[src/rtl/v_query_scan.sv]
// v_query_scan: List Query Bus initiator that walks every level of one product list and streams the valid entries.
package v_pkg;
  localparam int ENTRIES_N = 16;
  typedef logic [7:0] id_t;
  typedef logic [$clog2(ENTRIES_N)-1:0] level_t;
  typedef logic [15:0] key_t;
  typedef logic [15:0] volume_t;
  typedef logic [$clog2(ENTRIES_N+1)-1:0] listsize_t;
endpackage

module v_query_scan #(
  parameter int ENTRIES_N = v_pkg::ENTRIES_N,
  parameter int OUT_DEPTH = 4
) (
  input  logic                  clk,
  input  logic                  rst,
  input  logic                  i_req_vld,
  input  v_pkg::id_t            i_req_prod_id,
  output logic                  o_req_rdy,
  output logic                  o_lut_vld,
  output v_pkg::id_t            o_lut_prod_id,
  output v_pkg::level_t         o_lut_level,
  input  v_pkg::key_t           i_lut_key,
  input  v_pkg::volume_t        i_lut_size,
  input  logic                  i_lut_error,
  input  v_pkg::listsize_t      i_lut_listsize,
  output logic                  o_ent_vld,
  output v_pkg::level_t         o_ent_level,
  output v_pkg::key_t           o_ent_key,
  output v_pkg::volume_t        o_ent_size,
  input  logic                  i_ent_rdy,
  output logic                  o_done_vld,
  output v_pkg::listsize_t      o_done_cnt,
  output logic                  o_done_mismatch,
  output logic                  o_busy
);
  localparam int PW = OUT_DEPTH > 1 ? $clog2(OUT_DEPTH) : 1;
  localparam int OW = $clog2(OUT_DEPTH + 1);
  typedef struct packed {
    v_pkg::level_t  level;
    v_pkg::key_t    key;
    v_pkg::volume_t size;
  } ent_t;
  typedef enum logic [1:0] {IDLE, SCAN, DRAIN, DONE} state_t;
  state_t           state_q, state_d;
  v_pkg::id_t       prod_q, prod_d;
  v_pkg::level_t    lvl_q, lvl_d, lut_lvl_q, lut_lvl_d, infl_lvl_q, infl_lvl_d;
  logic             lut_vld_q, lut_vld_d, infl_q, infl_d;
  v_pkg::listsize_t cnt_q, cnt_d, ls_q, ls_d;
  ent_t             mem_q [OUT_DEPTH];
  ent_t             mem_d [OUT_DEPTH];
  logic [PW-1:0]    wr_q, wr_d, rd_q, rd_d;
  logic [OW-1:0]    occ_q, occ_d;
  logic             issue, push, pop;
  ent_t             head;
  always_comb begin
    state_d    = state_q;
    prod_d     = prod_q;
    lvl_d      = lvl_q;
    cnt_d      = cnt_q;
    ls_d       = ls_q;
    mem_d      = mem_q;
    wr_d       = wr_q;
    rd_d       = rd_q;
    // credits cover the buffer plus both queries whose responses are still due
    issue      = state_q == SCAN && int'(occ_q) + int'(lut_vld_q) + int'(infl_q) < OUT_DEPTH;
    push       = infl_q && !i_lut_error;
    pop        = occ_q != '0 && i_ent_rdy;
    lut_vld_d  = issue;
    lut_lvl_d  = issue ? lvl_q : lut_lvl_q;
    infl_d     = lut_vld_q;
    infl_lvl_d = lut_lvl_q;
    case (state_q)
      IDLE: if (i_req_vld) begin
        state_d = SCAN;
        prod_d  = i_req_prod_id;
        lvl_d   = '0;
        cnt_d   = '0;
        ls_d    = '0;
      end
      SCAN: if (issue) begin
        lvl_d   = lvl_q + 1'b1;
        state_d = lvl_q == v_pkg::level_t'(ENTRIES_N - 1) ? DRAIN : SCAN;
      end
      DRAIN: state_d = !lut_vld_q && !infl_q && occ_q == '0 ? DONE : DRAIN;
      default: state_d = IDLE;
    endcase
    if (infl_q) ls_d = i_lut_listsize;
    if (push) begin
      mem_d[wr_q] = {infl_lvl_q, i_lut_key, i_lut_size};
      wr_d        = wr_q == PW'(OUT_DEPTH - 1) ? '0 : wr_q + 1'b1;
      cnt_d       = cnt_q == v_pkg::listsize_t'(ENTRIES_N) ? cnt_q : cnt_q + 1'b1;
    end
    if (pop) rd_d = rd_q == PW'(OUT_DEPTH - 1) ? '0 : rd_q + 1'b1;
    occ_d = occ_q + OW'(push) - OW'(pop);
  end
  always_ff @(posedge clk or negedge rst) begin
    if (!rst) begin
      state_q    <= IDLE;
      prod_q     <= '0;
      lvl_q      <= '0;
      lut_lvl_q  <= '0;
      infl_lvl_q <= '0;
      lut_vld_q  <= 1'b0;
      infl_q     <= 1'b0;
      cnt_q      <= '0;
      ls_q       <= '0;
      wr_q       <= '0;
      rd_q       <= '0;
      occ_q      <= '0;
      for (int i = 0; i < OUT_DEPTH; i++) mem_q[i] <= '0;
    end else begin
      assert (!(push && !pop && occ_q == OW'(OUT_DEPTH)));
      state_q    <= state_d;
      prod_q     <= prod_d;
      lvl_q      <= lvl_d;
      lut_lvl_q  <= lut_lvl_d;
      infl_lvl_q <= infl_lvl_d;
      lut_vld_q  <= lut_vld_d;
      infl_q     <= infl_d;
      cnt_q      <= cnt_d;
      ls_q       <= ls_d;
      wr_q       <= wr_d;
      rd_q       <= rd_d;
      occ_q      <= occ_d;
      mem_q      <= mem_d;
    end
  end
  assign head            = mem_q[rd_q];
  assign o_req_rdy       = state_q == IDLE;
  assign o_busy          = state_q != IDLE;
  assign o_lut_vld       = lut_vld_q;
  assign o_lut_prod_id   = prod_q;
  assign o_lut_level     = lut_lvl_q;
  assign o_ent_vld       = occ_q != '0;
  assign o_ent_level     = head.level;
  assign o_ent_key       = head.key;
  assign o_ent_size      = head.size;
  assign o_done_vld      = state_q == DONE;
  assign o_done_cnt      = cnt_q;
  assign o_done_mismatch = state_q == DONE && cnt_q != ls_q;
endmodule

[config.mk]
export PLATFORM = sky130hd
export DESIGN_NAME = v_query_scan
export DESIGN_NICKNAME = d
export VERILOG_FILES = /design/src/rtl/v_query_scan.sv
export SDC_FILE = /design/constraint.sdc
export NUM_CORES = 1
export LEC_CHECK = 0
export CAP_MARGIN = 20
export CORE_UTILIZATION = 23
export DETAILED_ROUTE_END_ITERATION = 7
export PLACE_DENSITY = 0.49
export SYNTH_ARGS = -nofsm -noshare
export SYNTH_HDL_FRONTEND = slang
export SYNTH_SLANG_ARGS = --single-unit
[constraint.sdc]
create_clock -name clk -period 2.6 [get_ports clk]
set_input_delay 0.65 -clock clk [delete_from_list [all_inputs] [get_ports clk]]
set_output_delay 0.65 -clock clk [all_outputs]
set_load 0.005 [all_outputs]
# Word level (Yosys, flattened, before mapping)
# Index checks and enable logic that the tools add are counted.
[classes]
mux = 21
reduce_logical = 24
magnitude_cmp = 4
n_eq_ne = 11
n_bitwise = 2
n_addsub = 8
[op_table]
columns = ["cell", "count"]
rows = [
  ["$bwmux W144", 1],
  ["$mux W36", 3],
  ["$bmux W36 S2", 1],
  ["$demux W36 S2", 1],
  ["$mux W5", 5],
  ["$reduce_bool A2 Y1", 6],
  ["$mux W2", 5],
  ["$eq A2 B2 Y1 const B", 4],
  ["$mux W4", 2],
  ["$pmux W4 S2", 1],
  ["$logic_and A1 B1 Y1", 7],
  ["$ge A3 B3 Y1 const B", 2],
  ["$ne A2 B2 Y1 const B", 3],
  ["$not A2 Y3", 2],
  ["$pmux W2 S3", 1],
  ["$reduce_and A2 Y1", 3],
  ["$reduce_and A3 Y1", 2],
  ["$add A4 B1 Y5", 1],
  ["$add A5 B1 Y5 const B", 1],
  ["$eq A5 B5 Y1 const B", 1],
  ["$lt A5 B3 Y1 const B", 1],
  ["$ne A5 B5 Y1", 1],
  ["$add A2 B1 Y2 const B", 2],
  ["$add A3 B1 Y4", 1],
  ["other kinds (11)", 13],
]
[word_totals]
wordCells = 94
ff_bits = 185
out_inout_bits = 59
in_bits = 50

# Logic depth before layout (Yosys ltp)
[depth]
word_depth = 6
mapped_depth = 9
depth_no_buf = 9

# Worst setup path after synthesis
# Ideal clock, no wire load.
[synth_timing]
path_kind = "in2reg"
start = "in i_lut_error"
end = "reg occ_q[2]"
path_buffers = 1
path_stages = 9
slack_ns = 0.388
t_required_ns = 2.478
arrival_ns = 2.090
setup_ns = 0.122
cell_sequence = "and2b_1 > buf_4 > inv_2 > ha_1 > inv_1 > ha_1 > inv_1 > fa_1 > xor2_1"
[synth_via]
elab_chain_cells = 4
[synth_lines]
columns = ["element", "line", "text"]
rows = [
  ["from (decl)", "25", "input logic i_lut_error,"],
  ["$logic_not A1 Y1", "67", "push = infl_q && !i_lut_error;"],
  ["$logic_and A1 B1 Y1", "67", ""],
  ["$add A3 B1 Y3", "95", "occ_d = occ_q + OW'(push) - OW'(pop);"],
  ["$sub A3 B1 Y3", "95", ""],
  ["net occ_d[2]", "53", "logic [OW-1:0] occ_q, occ_d;"],
  ["to (signal assigned)", "110", "occ_q <= '0;"],
  ["to (signal assigned)", "125", "occ_q <= occ_d;"],
  ["to (decl)", "53", ""],
]
# The timed path passes the listed nets, and every way through them passes these cells.
# A chain may end at the register's enable or synchronous reset.

# Worst setup path after layout
[layout_timing]
start = "reg rd_q[0]"
end = "out o_ent_size[3]"
[layout_via]
elab_chain_cells = 4
[layout_lines]
columns = ["element", "line", "text"]
rows = [
  ["from (decl)", "52", "logic [PW-1:0] wr_q, wr_d, rd_q, rd_d;"],
  ["from (signal assigned)", "124", "rd_q <= rd_d;"],
  ["$not A2 Y3 (implied by the code)", "129", "assign head = mem_q[rd_q];"],
  ["$bmux W36 S2", "129", ""],
  ["$mux W36 (implied by the code) (2 in a row)", "129", ""],
  ["to (decl)", "30", "output v_pkg::volume_t o_ent_size,"],
]
# Every way passes these cells. The select of a mux whose other input is x is not followed.

==> flow_metrics.py <==
metrics = {
    "sta": {
        "fin_ws_ns": 0.0777,
        "clock-skew-final_ns": 0.0128,
        "slew_headroom_pct": 59.6,
        "rsz0062_at_grt": "no",
        "fin_crit_ns": 2.52,
        "hold_ws_ns": 0.0783,
        "tightest_slew_ns": 0.605,
        "slew_violations": 0,
        "hold_violations": 0,
        "timing.fmax_mhz": 396,
        "timing.final.crit_share_pct": 97.0,
        "finalSetupViolCount": 0,
    },
    "clock_tree": {
        "clockBufferDepth": 2,
        "clock-sinks": 185,
        "cts-hold-fix-buffers": 0,
        "cts_buffers": 17,
        "path_clk_slew_ns": 0.07,
        "htreeDepth": 4,
        "clkLatencyLatePin_ns": 0.44,
        "cts_tree": "built",
        "cts_root_buffer": "clkbuf_16",
    },
    "routing": {
        "first_pass_iters": 5,
        "vias_per_cell": 4.19,
        "drc": 0,
        "drt-total-wl_um": 18500,
        "postRouteAntennaNets": 0,
        "wl_per_cell_um": 16.5,
        "via_count": 4689,
        "drtIter0Drc": 210,
    },
    "cells_and_area": {
        "area_growth_pct": 31.1,
        "multi_input_area_mm2": 0.00329,
        "seq_area_mm2": 0.00464,
        "stdcell_count": 1120,
        "fill_cells": 3499,
        "final_nets": 716,
        "final_util_pct": 30.7,
        "n_antenna_cell": 0,
        "mostFrequentLayoutCells": "180 x dfrtp_1, 101 x mux2_1, 70 x clkdlybuf4s50_1",
        "final_common_cell": "dfrtp_1",
        "layout-drive-gt1-share_pct": 30.7,
    },
    "die": {
        "fp.dieArea_mm2": 0.0359,
        "top_level_ports": 109,
        "rows": 68,
        "die_h_um": 189,
        "core_mm2": 0.0345,
        "die_w_um": 189,
        "initial_core_util_pct": 23.4,
    },
    "place": {
        "io_buffers": 108,
        "dp_hpwl_um": 11900,
        "place_ws_ns": 0.136,
        "dpl.cell_count": 1072,
        "routabilityCongestion": 0.684,
    },
    "worst_setup_path": {
        "path_cells": "buf_8, buf_4, mux4_2, buf_6",
        "crit_path_top_delay_cell": "mux4_2",
        "crit_family": "multiplexers",
        "crit_path_start_kind": "flop",
        "cp.buffers_inverters": 3,
        "crit_path_end_kind": "output port",
        "crit_arrival_ns": 1.87,
        "path_class": "flop to output port",
        "crit_path_max_fanout": 6,
        "worst_ep_required_time_ns": 1.95,
        "slowest_delay_ns": 0.52,
    },
    "global_routing": {
        "track_usage_pct": 11.3,
        "first_global_vias": 5179,
        "grt_overflow_total": 0,
        "antenna_found_initial": 0,
        "grt_pass1_wl_um": 30400,
        "grt_max_degree": 74,
    },
    "hold_path": {
        "hp-class": "input port to async pin",
    },
    "logic_synthesis": {
        "syn-num-nets": 577,
        "synth_area_mm2": 0.00808,
        "synth_cells": 514,
        "yosysSeqAreaShare_pct": 57.3,
        "synth_cell_types": 39,
        "ys_warn_count": 0,
        "syn_area_per_cell_um2": 15.7,
        "ys_ff_latch": 185,
    },
    "outcome": {
        "status": "completed",
    },
    "flow_run": {
        "cap_viol_max_count": 0,
    },
    "pwr": {
        "powerDensity_mw_per_mm2": 1250,
        "leakage_nw": 4.56,
        "ir_worst_vdd_uv": 505,
    },
}
==> state kept, by name, indices dropped and copies added, names as in the netlist, 3 cells and up <==
name	count
infl_lvl_q	4
ls_q	5
lvl_q	4
mem_q	144
o_done_cnt	5
o_lut_level	4
o_lut_prod_id	8
occ_q	3
==> layout make-up <==
class	count	area share [%]
repair buffers	147	13.9
flip-flops and latches	185	43.8
multi-input cells	289	31.0
clock buffers	18	4.05
clock inverters	13	1.37
inverters	13	0.461
well taps	455	5.38
==> cell families (layout without fill, tap and decap cells) <==
family                   count (synthesis)  after routing  synth area share, %
multiplexers                           196            196                 32.3
flip-flops                             185            185                 57.3
AND/OR/NAND/NOR                         47             47                 3.08
buffers and inverters                   40            191                 2.28
AO/OA/AOI/OAI                           23             23                 1.86
adder cells (fa/ha/maj)                 13             13                 2.11
XOR/XNOR                                10             10                 1.08
==> metrics by stage <==
step	setup TNS, ns	instance area [um^2]	total power [mW]
2_1_floorplan	0	8080	8.17
3_3_place_gp	0	9940	10.8
3_5_place_dp	0	9940	10.9
4_1_cts	-1.23	10700	13.6
5_1_grt	0	10600	14.2
6_report	0	10600	13.2
==> where the power goes <==
group / total [mW] / internal [mW] / switching, mW
clock: 2.59 / 1.42 / 1.17
sequential: 5.19 / 4.33 / 0.860
combinational: 5.41 / 3.35 / 2.06
total: 13.2 / 9.10 / 4.10
==> routing by layer <==
metal	global-route usage, %	vias up	routed length, um
li1	-	2166	-
met1	15.8	2434	9220
met2	16.9	72	8440
met3	2.80	17	574
met4	3.63	0	282
met5	0	-	0
==> worst register-to-register path, stage by stage, from the launching register on <==
cell and delay, ns:
dfrtp_1 0.44, or3_4 0.43, nand2_1 0.16, inv_1 0.07
ha_1 0.29, inv_1 0.06, ha_1 0.13, inv_1 0.04
fa_1 0.37, xor2_1 0.17
==> repair_timing <==
item | CTS | global route
setup buffers | 17 | 1
endpoints found under the setup margin | 37 | 19
gates cloned | 3 | 0
resized for setup | 100 | 25
==> synthesized netlist by cell type <==
cell type	number	share of area, %
o31a_1	2	0.22
mux2_2	56	7.8
a31oi_1	1	0.077
fa_1	1	0.25
or3_1	3	0.23
and2_1	1	0.077
or4_4	1	0.14
a21oi_1	2	0.12
nor2_1	5	0.23
nor3b_1	1	0.093
mux4_2	36	10
and2b_1	1	0.093
a21o_1	1	0.093
o311a_1	1	0.12
dfrtp_1	185	57
nand2_1	20	0.93
nand3_1	6	0.37
buf_4	3	0.28
nand3b_1	2	0.19
nor2b_1	1	0.077
mux2_1	101	14
buf_2	18	1.1
o31ai_1	1	0.093
xnor2_1	4	0.43
o22ai_1	1	0.077
o211ai_1	2	0.19
clkbuf_1	4	0.19
xor2_1	6	0.65
nand2_4	2	0.28
o21ai_0	11	0.68
or3_4	1	0.14
nor3_1	2	0.12
inv_2	1	0.046
inv_1	12	0.56
a221oi_2	1	0.19
and4_1	1	0.11
mux2i_1	3	0.37
ha_1	12	1.9
buf_1	2	0.093
==> path summary, 6_finish.rpt <==
kind / start / endpoint / slack [ns] / depth (start not counted)
max in group asynchronous: rst / mem_q[6] / 1.81 / 2
setup reg to reg: occ_q[1] / occ_q[2] / 0.32 / 9
hold / removal: rst / ls_q[3] / 0.08 / 1
hold reg to reg: o_lut_level[3] / infl_lvl_q[3] / 0.42 / 0
setup / recovery: rd_q[0] / o_ent_size[3] / 0.08 / 4
min in group clk: o_lut_level[3] / infl_lvl_q[3] / 0.42 / 0
No activity file was read; power rests on OpenSTA's default activity.
